### config.mk
export PLATFORM = sky130hd
export DESIGN_NAME = mem_port_arbiter
export DESIGN_NICKNAME = d
export VERILOG_FILES = /design/src/rtl/riscv_pkg.sv /design/src/rtl/mem_port_arbiter_rr_pick2.sv /design/src/rtl/mem_port_arbiter.sv
export SDC_FILE = /design/constraint.sdc
export NUM_CORES = 1
export LEC_CHECK = 0
export ABC_AREA = 1
export BUFFER_PORTS_ARGS = -buffer_cell sky130_fd_sc_hd__buf_2
export CAP_MARGIN = 20
export CORE_AREA = 2 2 288 290
export CTS_CLUSTER_SIZE = 25
export DETAILED_ROUTE_END_ITERATION = 7
export DIE_AREA = 0 0 290 292
export PLACE_DENSITY = 0.35
export SKIP_LAST_GASP = 1
export SLEW_MARGIN = 30
export SYNTH_ARGS = -nofsm -noshare
export SYNTH_HDL_FRONTEND = slang
export SYNTH_HIERARCHICAL = 1
export SYNTH_SLANG_ARGS = --single-unit
### constraint.sdc
create_clock -name clk -period 1.7 [get_ports clk]
set_input_delay 0.085 -clock clk [delete_from_list [all_inputs] [get_ports clk]]
set_output_delay 0.085 -clock clk [all_outputs]
set_load 0.02 [all_outputs]
### src/rtl/riscv_pkg.sv
// Shared definitions for the memory-port arbiter and its round-robin picker.
package riscv_pkg;

  // Arbiter state encoding, kept as plain constants for compatibility with
  // existing decode logic and waveform filters.
  localparam logic [1:0] IDLE    = 2'd0;
  localparam logic [1:0] SERVE_I = 2'd1;
  localparam logic [1:0] SERVE_D = 2'd2;

  // Grant identifiers used for last-grant bookkeeping.
  localparam logic GNT_I = 1'b0;
  localparam logic GNT_D = 1'b1;

endpackage

### src/rtl/mem_port_arbiter_rr_pick2.sv
// Two-way round-robin selector: on conflict the side not granted last wins.
module rr_pick2
  import riscv_pkg::*;
(
  input  logic req_i,
  input  logic req_d,
  input  logic last_grant,
  output logic gnt_i,
  output logic gnt_d
);

  // Lone requester always wins; a tie goes to the side not served last.
  always_comb begin
    gnt_i = req_i & (~req_d | (last_grant == GNT_D));
    gnt_d = req_d & (~req_i | (last_grant == GNT_I));
  end

endmodule

### src/rtl/mem_port_arbiter.sv
// Shares one external memory port between the I-cache and D-cache miss paths.
module mem_port_arbiter
  import riscv_pkg::*;
#(
  parameter int unsigned ADDR_W  = 30,
  parameter int unsigned LINE_W  = 128,
  parameter int unsigned TIMEOUT = 1023
) (
  input  logic              clk,
  input  logic              rst_n,
  input  logic              i_req,
  input  logic [ADDR_W-1:0] i_addr,
  output logic              i_ready,
  output logic [LINE_W-1:0] i_rdata,
  input  logic              d_read,
  input  logic              d_write,
  input  logic [ADDR_W-1:0] d_addr,
  input  logic [LINE_W-1:0] d_wdata,
  output logic              d_ready,
  output logic [LINE_W-1:0] d_rdata,
  output logic              mem_read,
  output logic              mem_write,
  output logic [ADDR_W-1:0] mem_addr,
  output logic [LINE_W-1:0] mem_wdata,
  input  logic [LINE_W-1:0] mem_rdata,
  input  logic              mem_ready,
  output logic              busy,
  output logic              timeout_flag
);

  localparam int unsigned CNT_W = (TIMEOUT < 2) ? 1 : $clog2(TIMEOUT + 1);
  localparam logic [CNT_W-1:0] WAIT_MAX = CNT_W'(TIMEOUT);

  logic [1:0]        state_q, state_d;
  logic              last_q, last_d;
  logic              read_q, read_d;
  logic              write_q, write_d;
  logic [ADDR_W-1:0] addr_q, addr_d;
  logic [LINE_W-1:0] wdata_q, wdata_d;
  logic [CNT_W-1:0]  wait_q, wait_d;
  logic              to_q, to_d;
  logic              gnt_i, gnt_d;

  rr_pick2 u_pick (
    .req_i      (i_req),
    .req_d      (d_read | d_write),
    .last_grant (last_q),
    .gnt_i      (gnt_i),
    .gnt_d      (gnt_d)
  );

  // Next-state: grant from IDLE, hold the bus until mem_ready, count stalls.
  always_comb begin
    state_d = state_q;
    last_d  = last_q;
    read_d  = read_q;
    write_d = write_q;
    addr_d  = addr_q;
    wdata_d = wdata_q;
    wait_d  = wait_q;
    to_d    = to_q;
    case (state_q)
      IDLE: begin
        if (gnt_d) begin
          state_d = SERVE_D;
          last_d  = GNT_D;
          addr_d  = d_addr;
          wdata_d = d_wdata;
          write_d = d_write;
          read_d  = d_read & ~d_write;
          wait_d  = '0;
        end else if (gnt_i) begin
          state_d = SERVE_I;
          last_d  = GNT_I;
          addr_d  = i_addr;
          write_d = 1'b0;
          read_d  = 1'b1;
          wait_d  = '0;
        end
      end
      SERVE_I, SERVE_D: begin
        // Returning to IDLE rather than re-granting here leaves one bubble
        // cycle so a requester's req, dropped after ready, is never re-served.
        if (mem_ready) begin
          state_d = IDLE;
          read_d  = 1'b0;
          write_d = 1'b0;
        end else if (wait_q != WAIT_MAX) begin
          wait_d = wait_q + 1'b1;
          if (wait_d == WAIT_MAX) begin
            to_d = 1'b1;
          end
        end
      end
      default: begin
        state_d = IDLE;
        read_d  = 1'b0;
        write_d = 1'b0;
      end
    endcase
  end

  // Registered bus state with asynchronous reset.
  always_ff @(posedge clk or negedge rst_n) begin
    if (!rst_n) begin
      state_q <= IDLE;
      last_q  <= GNT_I;
      read_q  <= 1'b0;
      write_q <= 1'b0;
      addr_q  <= '0;
      wdata_q <= '0;
      wait_q  <= '0;
      to_q    <= 1'b0;
    end else begin
      state_q <= state_d;
      last_q  <= last_d;
      read_q  <= read_d;
      write_q <= write_d;
      addr_q  <= addr_d;
      wdata_q <= wdata_d;
      wait_q  <= wait_d;
      to_q    <= to_d;
    end
  end

  // Completion is routed combinationally from mem_ready to the current owner.
  always_comb begin
    i_ready      = mem_ready & (state_q == SERVE_I);
    d_ready      = mem_ready & (state_q == SERVE_D);
    i_rdata      = i_ready ? mem_rdata : '0;
    d_rdata      = d_ready ? mem_rdata : '0;
    mem_read     = read_q;
    mem_write    = write_q;
    mem_addr     = addr_q;
    mem_wdata    = wdata_q;
    busy         = (state_q != IDLE);
    timeout_flag = to_q;
  end

endmodule

==> results of run 1 <==
[logic make-up after synthesis]
family          count (synthesis)  share of synthesized area [%]
buf+inv                       225                           10.0
xor+xnor                        3                          0.303
flops                         174                           50.2
compound gates                 50                           3.48
simple gates                  807                           35.3
fa+ha+maj                       5                          0.721
[path summary, 6_finish.rpt]
kind	to	slack, ns
max in group asynchronous	mem_addr[7]	0.96
setup / recovery	d_rdata[109]	-0.33
setup reg to reg	mem_write	-0.03
min in group asynchronous	mem_wdata[72]	0.17
hold / removal	state_q[0]	0.11
hold reg to reg	mem_wdata[72]	0.48
[synthesized netlist by cell type (all sizes together)]
cell / count
dfrtp: 174
a31oi: 30
buf: 13
clkbuf: 58
inv: 154
o22ai: 3
nor2: 302
nand2: 493
xnor2: 2
nor3: 1
a21oi: 3
o21ai: 13
a21boi: 1
nand4: 1
nand3: 9
ha: 5
or2: 1
xor2: 1
[registers in the layout (all words and copies together) (netlist names)]
name / cells
mem_read: 1
mem_wdata: 128
timeout_flag: 1
wait_q: 10
last_q: 1
state_q: 2
mem_write: 1
mem_addr: 30
[worst max-delay path, stage by stage, from the launching register on]
cell     delay [ns]
dfrtp_1        0.41
inv_2          0.09
ha_4           0.18
buf_12         0.16
nand2_8        0.12
buf_6          0.19
nor2_1         0.11
buf_2          0.19
[layer usage]
layer	global-route usage, %	vias to the layer above	wire length (um)
li1	-	5680	-
met1	15.2	5478	23800
met2	27.2	537	34300
met3	3.41	156	3040
met4	5.64	6	2710
met5	0	-	41
[timing repair]
item,4_1_cts,5_1_grt
hold buffers,191,0
pin swaps,2,2
buffers inserted,11,4
cloned,11,11
gates resized for setup,299,433
endpoints found under the hold margin,326,0
endpoints found under the setup margin,257,386
[layout make-up]
| cell class | instances | area (um2) |
|---|---|---|
| antenna | 10 | 25.0 |
| clock buffer | 20 | 457 |
| inverter | 154 | 581 |
| fill | 8976 | 61900 |
| tap | 1070 | 1340 |
| multi-input combinational | 868 | 4660 |
| clock inverter | 12 | 98.8 |
| timing repair buffer | 1025 | 8170 |
| sequential | 174 | 4350 |
[power breakdown]
| part | internal, uW | total [uW] | switching [uW] |
|---|---|---|---|
| sequential | 6080 | 7090 | 1010 |
| combinational | 5970 | 15800 | 9800 |
| clock | 1990 | 3930 | 1940 |
| total | 14000 | 26800 | 12800 |
[per-stage QoR]
step / hold WS, ns / power, uW / setup slack (ns) / util, %
after floorplan: -0.211 / 14400 / 0.129 / -
after global placement: 0.0932 / 20400 / 0.0576 / 17.3
after detailed placement: 0.101 / 20300 / 0.0455 / 17.3
after CTS: 0.0493 / 26100 / -0.326 / 22.0
after global routing: 0.113 / 28700 / -0.405 / 24.1
final: 0.110 / 26800 / -0.328 / 24.1
==> results.toml, run 1 <==
[outcome]
status = "finished with violations"
violations = "negative setup slack"

[global_route]
grt_pass1_wl_um = 86600
grt_pass1_vias = 12080
antenna_found_initial = 50
track_usage_pct = 14.3
overflow = 0
grt_max_degree = 58

[critical_path]
reg2regPathDepth = 8
path_class = "reg -> out"
critPathArrivalTime_ns = 1.94
crit_start = "state_q[0]"
cp_max_fo = 6
crit_path_start_kind = "flop"
critPathCaptureType = "output pin"
r2r-start = "state_q[0]"
worstPathRequired_ns = 1.62

[yosys]
syn_inst = 1264
ys_warn_count = 6
synth.area.top_cells = "dfrtp_1, nand2_1, nor2_1, inv_1, clkbuf_1"
ys_seq_area_share_pct = 50.2
ys_seq_elements = 174
avgSynthCellArea_um2 = 6.86
syn-num-nets = 1591
yosysUniqueCellTypes = 26
synth_top_cell_area_share_pct = 50.2
synth_top_area_cell = "dfrtp_1"
netlist_area_mm2 = 0.00867

[detailed_routing]
vias = 11857
routed_via_density = 3.56
firstDrtPassIters = 7
drtIter0Drc = 415
ant_nets = 0
wl_per_cell_um = 19.2
wl_um = 63900
drc = 0

[placement]
gp_congestion = 0.813
dpl-instance-area_mm2 = 0.0141
port_buffers = 741
dp_cells = 3064
dp_hpwl_um = 50800

[timing]
setup_viol = 265
worst_slew_pin_slew_ns = 0.601
max_freq_ghz = 0.493
rsz0062_at_grt = "true"
hold_viol_final = 0
layout_min_cycle_time_ns = 2.03
slew_headroom_pct = 59.9
fin_skew_ns = 0.0125
layout_setup_ws_ns = -0.328
finalSetupTns_ns = -55.21
fin_crit_sh_pct = 119
finalMaxSlewViolations = 0

[worst_hold_path]
worstHoldPathCells = 4
worstHoldStart = "i_req"
hold_class = "in -> reg"

[clock_network]
cts_made_buffers = 17
clkSlewWorstSetupHoldPaths_ns = 0.08
cts_htree_levels = 4
cts.path.max_buffers = 2
tritoncts = "built"
cts_root_buf = "clkbuf_16"
cts_sinks = 174
worstSkewPairLatency_ns = 0.47

[finish]
fin_cells = 3333
layout.nets = 2567
stdcell_area_mm2 = 0.0197
syn2layout_area_growth_pct = 127
drive_gt1_share_pct = 46.7
final_cell_mix = "buf_2, nand2_1, dlygate4sd3_1"
final_common_cell = "buf_2"

[floorplan]
rows = 105
core_mm2 = 0.0816
io_pins = 742
start_util_pct = 10.6
die_y_um = 292
die-area_mm2 = 0.0847
die_w_um = 290

[power]
power.density_mw_per_mm2 = 1360
peakVddDrop_mv = 0.718
power.leakage_uw = 0.0103

[run]
drv_cap = 0
(Power assumes the default switching activity.)
==> run 2: changes to the inputs <==
--- a/config.mk
+++ b/config.mk
@@ -13,6 +13,7 @@
 export DETAILED_ROUTE_END_ITERATION = 7
 export DIE_AREA = 0 0 290 292
 export PLACE_DENSITY = 0.35
+export REMOVE_ABC_BUFFERS = 1
 export SKIP_LAST_GASP = 1
 export SLEW_MARGIN = 30
 export SYNTH_ARGS = -nofsm -noshare
==> run 2 against run 1 <==
  * The flow still finishes with violations (negative setup slack)
  * Sequential power rose by 3%
  * Combinational power rose by 3%
  * Design area fell by 2.4%
  * Hold slack got worse by 0.034 ns
  * Fmax rose by 0.37%
  * Critical path depth did not move
  * Non-clock buffer count fell by 3
  * Clock skew rose by 0.011 ns
  * Sequential share of layout area rose by 0.55 points
  * Critical endpoint is now i_rdata[28]
==> results.toml, run 2 (same netlist as run 1, synthesis figures left out) <==
[outcome]
status = "finished with violations"
violations = "negative setup slack"

[timing]
fin_crit_sh_pct = 119
layout_setup_ws_ns = -0.320
worst_slew_pin_slew_ns = 0.519
layout_min_cycle_time_ns = 2.02
slew_headroom_pct = 65.4
max_freq_ghz = 0.495
fin_skew_ns = 0.0233
finalMaxSlewViolations = 0
rsz0062_at_grt = "true"
setup_viol = 408
finalSetupTns_ns = -63.58
hold_viol_final = 0

[critical_path]
path_class = "reg -> out"
worstPathRequired_ns = 1.62
cp_max_fo = 8
critPathCaptureType = "output pin"
critPathArrivalTime_ns = 1.94
crit_path_start_kind = "flop"

[floorplan]
io_pins = 742
start_util_pct = 10.6
die_w_um = 290
die-area_mm2 = 0.0847
rows = 105
die_y_um = 292
core_mm2 = 0.0816

[finish]
final_util_pct = 23.5
final_cell_mix = "buf_2, nand2_1, dlygate4sd3_1"
drive_gt1_share_pct = 46.6
syn2layout_area_growth_pct = 121
layout.nets = 2562
final_common_cell = "buf_2"
largest_reg_flops = 128

[power]
peakVddDrop_mv = 0.619
power.density_mw_per_mm2 = 1440
total_power_uw = 27700
power.leakage_uw = 0.0103

[global_route]
track_usage_pct = 12.4
grt_pass1_vias = 11718
overflow = 0
antenna_found_initial = 2
grt_pass1_wl_um = 77800
grt_max_degree = 61

[clock_network]
cts_root_buf = "clkbuf_16"
cts_htree_levels = 4
clkSlewWorstSetupHoldPaths_ns = 0.08
tritoncts = "built"
worstSkewPairLatency_ns = 0.48
cts_made_buffers = 17
cts.path.max_buffers = 2
cts_sinks = 174

[placement]
dp_hpwl_um = 42500
port_buffers = 741
gp_congestion = 0.872

[detailed_routing]
vias = 11590
routed_via_density = 3.49
firstDrtPassIters = 5
drtIter0Drc = 474
wl_um = 55800
ant_nets = 0
drc = 0
wl_per_cell_um = 16.8

[worst_hold_path]
hold_class = "in -> async"

[run]
drv_cap = 0
[run 2: per-layer routing]
metal / track usage, % / up-vias / wire (um)
li1: - / 5680 / -
met4: 4.95 / 4 / 1730
met1: 15.0 / 5393 / 23500
met3: 4.28 / 69 / 4320
met2: 20.1 / 444 / 26300
met5: 0 / - / 23
[run 2: layout make-up]
class | count | area, um2
antenna | 1 | 2.50
clock buffer | 17 | 425
clock inverter | 15 | 171
fill | 9122 | 62400
inverter | 154 | 598
multi-input combinational | 866 | 4500
sequential | 174 | 4350
tap | 1070 | 1340
timing repair buffer | 1022 | 7820
[run 2: critical path: stages, from the launching register on]
cell	delay (ns)
dfrtp_1	0.43
inv_2	0.10
ha_4	0.16
nand2_8	0.12
buf_16	0.21
buf_12	0.15
nor2_1	0.11
buf_4	0.16
[run 2: power by group]
part | leakage [uW] | total, uW | internal, uW | switching, uW
Combinational | 0.00784 | 16200 | 6130 | 10000
Sequential | 0.00213 | 7280 | 6080 | 1210
Clock | 0.000293 | 4200 | 2100 | 2100
Total | 0.0103 | 27700 | 14300 | 13400
[run 2: final timing paths]
kind / startpoint / endpoint / slack, ns / depth (start not counted)
worst max-delay path: state_q[1] / i_rdata[28] / -0.32 / 7
max in group asynchronous: rst_n / mem_addr[0] / 0.99 / 3
worst min-delay path: rst_n / mem_wdata[111] / 0.08 / 2
worst min register to register: timeout_flag / timeout_flag / 0.47 / 2
worst max register to register: state_q[1] / mem_wdata[81] / -0.19 / 11
min in group clk: i_req / state_q[0] / 0.17 / 4
[run 2: what timing repair did]
action | in CTS | in global routing
buffers inserted | 8 | 3
pin swaps | 5 | 2
gates resized for setup | 311 | 313
hold endpoints to repair | 334 | 0
gates cloned | 7 | 9
hold buffers | 191 | 0
endpoints found under the setup margin | 264 | 424
[run 2: metrics by stage]
| step | instance area (um2) | hold WS, ns | worst slack, ns | instances |
|---|---|---|---|---|
| global route | 19200 | 0.0580 | -0.413 | 3318 |
| global placement | 14200 | 0.0281 | -0.0617 | 3069 |
| CTS | 17900 | 0.0203 | -0.329 | 3307 |
| detailed placement | 14200 | 0.0262 | -0.0610 | 3069 |
| floorplan | 8380 | -0.211 | -3.54 | 1193 |
| finish | 19200 | 0.0755 | -0.320 | 3319 |
==> run 3: changes to the inputs <==
--- a/config.mk
+++ b/config.mk
@@ -8,14 +8,15 @@
 export ABC_AREA = 1
 export BUFFER_PORTS_ARGS = -buffer_cell sky130_fd_sc_hd__buf_2
 export CAP_MARGIN = 20
-export CORE_AREA = 2 2 288 290
+export CORE_AREA = 2 2 292 294
+export CTS_BUF_LIST = sky130_fd_sc_hd__clkbuf_4
 export CTS_CLUSTER_SIZE = 25
 export DETAILED_ROUTE_END_ITERATION = 7
-export DIE_AREA = 0 0 290 292
-export PLACE_DENSITY = 0.35
+export DIE_AREA = 0 0 294 296
+export PLACE_DENSITY = 0.33
 export REMOVE_ABC_BUFFERS = 1
 export SKIP_LAST_GASP = 1
-export SLEW_MARGIN = 30
+export SLEW_MARGIN = 20
 export SYNTH_ARGS = -nofsm -noshare
 export SYNTH_HDL_FRONTEND = slang
 export SYNTH_HIERARCHICAL = 1
==> constraint.sdc (replaced) <==
create_clock -name clk -period 2.4 [get_ports clk]
set_input_delay 0.12 -clock clk [delete_from_list [all_inputs] [get_ports clk]]
set_output_delay 0.12 -clock clk [all_outputs]
set_load 0.02 [all_outputs]
==> run 3 against run 2 <==
  * The flow now finishes without violations
  * First-iteration DRC count is 4.9% higher
  * Utilization is 3.4 points lower
  * Wire length down 5.3%
  * Sequential share of layout area increased by 3.0 points
  * Design area is 12% lower
  * Register-to-register slack improved by 0.41 ns
  * Global-route usage decreased by 1.1 points
  * Total power decreased by 40%
  * Combinational power down 40%
  * Critical path type unchanged
  * Critical endpoint is now i_rdata[2]
  * Highest routed layer unchanged
==> results.toml, run 3 (same netlist as run 1, synthesis figures left out) <==
[detailed_routing]
routed_via_density = 3.40
vias = 11336
drtIter0Drc = 497
wl_um = 52900
top_layer_used = "met5"
ant_nets = 0
drc = 0
dr_wl_met3_um = 3190
firstDrtPassIters = 5
wl_met2_um = 26600
wl_per_cell_um = 15.9
wl_met1_um = 21900

[critical_path]
rrSetupSlack_ns = 0.22
critPathCaptureType = "output pin"
r2r_end = "mem_read"
crit_path_start_kind = "flop"
r2r-start = "state_q[0]"
cp_cell_sequence = "buf_4 > ha_4 > nand2_8 > buf_12 > clkbuf_16 > nor2_1 > buf_2"
critPathArrivalTime_ns = 2.16
cp_max_fo = 14
slowest_delay_ns = 0.42
reg2regPathDepth = 8
path_class = "reg -> out"
critPathSlowestCell = "dfrtp_1"
worstPathRequired_ns = 2.28

[clock_network]
clkSlewWorstSetupHoldPaths_ns = 0.17
cts.path.max_buffers = 2
cts_htree_levels = 4
tritoncts = "built"
cts_root_buf = "clkbuf_4"
cts_sinks = 174
worstSkewPairLatency_ns = 0.72
cts_made_buffers = 17

[worst_hold_path]
hold_class = "in -> reg"
worstHoldStart = "mem_ready"
whs_endpoint = "mem_write"
worstHoldPathCells = 5

[timing]
rsz0062_at_grt = "true"
slew_headroom_pct = 52.3
setup_viol = 0
finalMaxSlewViolations = 0
hold_viol_final = 0
worst_slew_pin_slew_ns = 0.716
max_freq_ghz = 0.439
hold_slack_ns = 0.107
layout_min_cycle_time_ns = 2.28
fin_skew_ns = 0.0336
layout_setup_ws_ns = 0.124
fin_crit_sh_pct = 94.8

[placement]
dp_cells = 3054
gp_congestion = 0.830
port_buffers = 741
dp_hpwl_um = 39200
post-place-ws_ns = 0.506
dpl-instance-area_mm2 = 0.0138

[finish]
stdcell_area_mm2 = 0.0170
seqCellArea_mm2 = 0.00435
n_fill_cell = 9553
drive_gt1_share_pct = 38.3
final_cell_mix = "buf_2, nand2_1, nor2_1"
final_common_cell = "buf_2"
fin_cells = 3333
largest_reg_flops = 128
layout.nets = 2551
multiInputGateArea_mm2 = 0.00357
final_util_pct = 20.2
syn2layout_area_growth_pct = 95.8

[global_route]
grt_pass1_wl_um = 72100
overflow = 0
antenna_found_initial = 8
track_usage_pct = 11.3
grt_pass1_vias = 10961
grt_max_degree = 130

[power]
power.density_mw_per_mm2 = 977
peakVddDrop_mv = 0.552
p_switching_uw = 8510
p_int_uw = 8070
power_frac_comb_pct = 58.5
power_frac_seq_pct = 30.2
power.leakage_uw = 0.00983
swShare_pct = 51.3
power_frac_clock_pct = 11.3

[floorplan]
die_y_um = 296
start_util_pct = 10.3
die_w_um = 294
die-area_mm2 = 0.0870
rows = 107
core_mm2 = 0.0842
io_pins = 742

[run]
drv_cap = 0

[outcome]
status = "finished clean"
run 3: worst max-delay path: cells and delay by family (launching register included):
family	cells	cell delay (ns)
adders and majority gates	1	0.17
buffers and inverters	4	0.64
and+or+nand+nor	2	0.19
DFF	1	0.42
run 3: power by group through the flow:
| stage | clock, uW | sequential, uW | combinational (uW) |
|---|---|---|---|
| floorplan | 0 | 6660 | 3460 |
| global placement | 0 | 5100 | 8980 |
| detailed placement | 0 | 5050 | 8920 |
| CTS | 2020 | 5030 | 9670 |
| global route | 2120 | 5200 | 10600 |
| finish | 1870 | 5010 | 9700 |
run 3: layout make-up:
class	count	area share, %
Sequential cell	174	25.6
Clock buffer	18	0.796
Clock inverter	14	0.987
Inverter	154	3.42
Timing Repair Buffer	1011	40.0
Multi-Input combinational cell	866	21.0
Tap cell	1090	8.03
Antenna cell	6	0.0884
run 3: per-stage QoR:
step                      power, uW  TNS, ns
after floorplan               10100  -554.14
after global placement        14100        0
after detailed placement      14000        0
after CTS                     16700   -0.994
after global routing          17900    -2.07
final                         16600        0
run 3: worst max path at each step:
stage / slack [ns] / cells after the start / to / start
detailed placement: 0.51 / 7 / mem_addr[20] / state_q[0]
global placement: 0.53 / 7 / mem_addr[3] / state_q[0]
finish: 0.12 / 7 / i_rdata[2] / state_q[0]
CTS: -0.07 / 7 / i_rdata[28] / state_q[1]
global route: -0.04 / 7 / i_rdata[94] / state_q[0]
floorplan: -2.84 / 5 / mem_write / last_q
run 3: layer usage:
metal | GRT usage [%] | vias to the layer above
met3 | 2.68 | 50
met1 | 13.3 | 5219
met4 | 3.58 | 4
met2 | 20.1 | 421
li1 | - | 5642
met5 | 0 | -
run 3: repair_timing:
action                                  4_1_cts  5_1_grt
resized for setup                            32       62
cloned                                        5        5
setup buffers                                10        6
hold buffers                                215        0
endpoints found under the setup margin      205      144
endpoints found under the hold margin       337        0
pin swaps                                     2        1
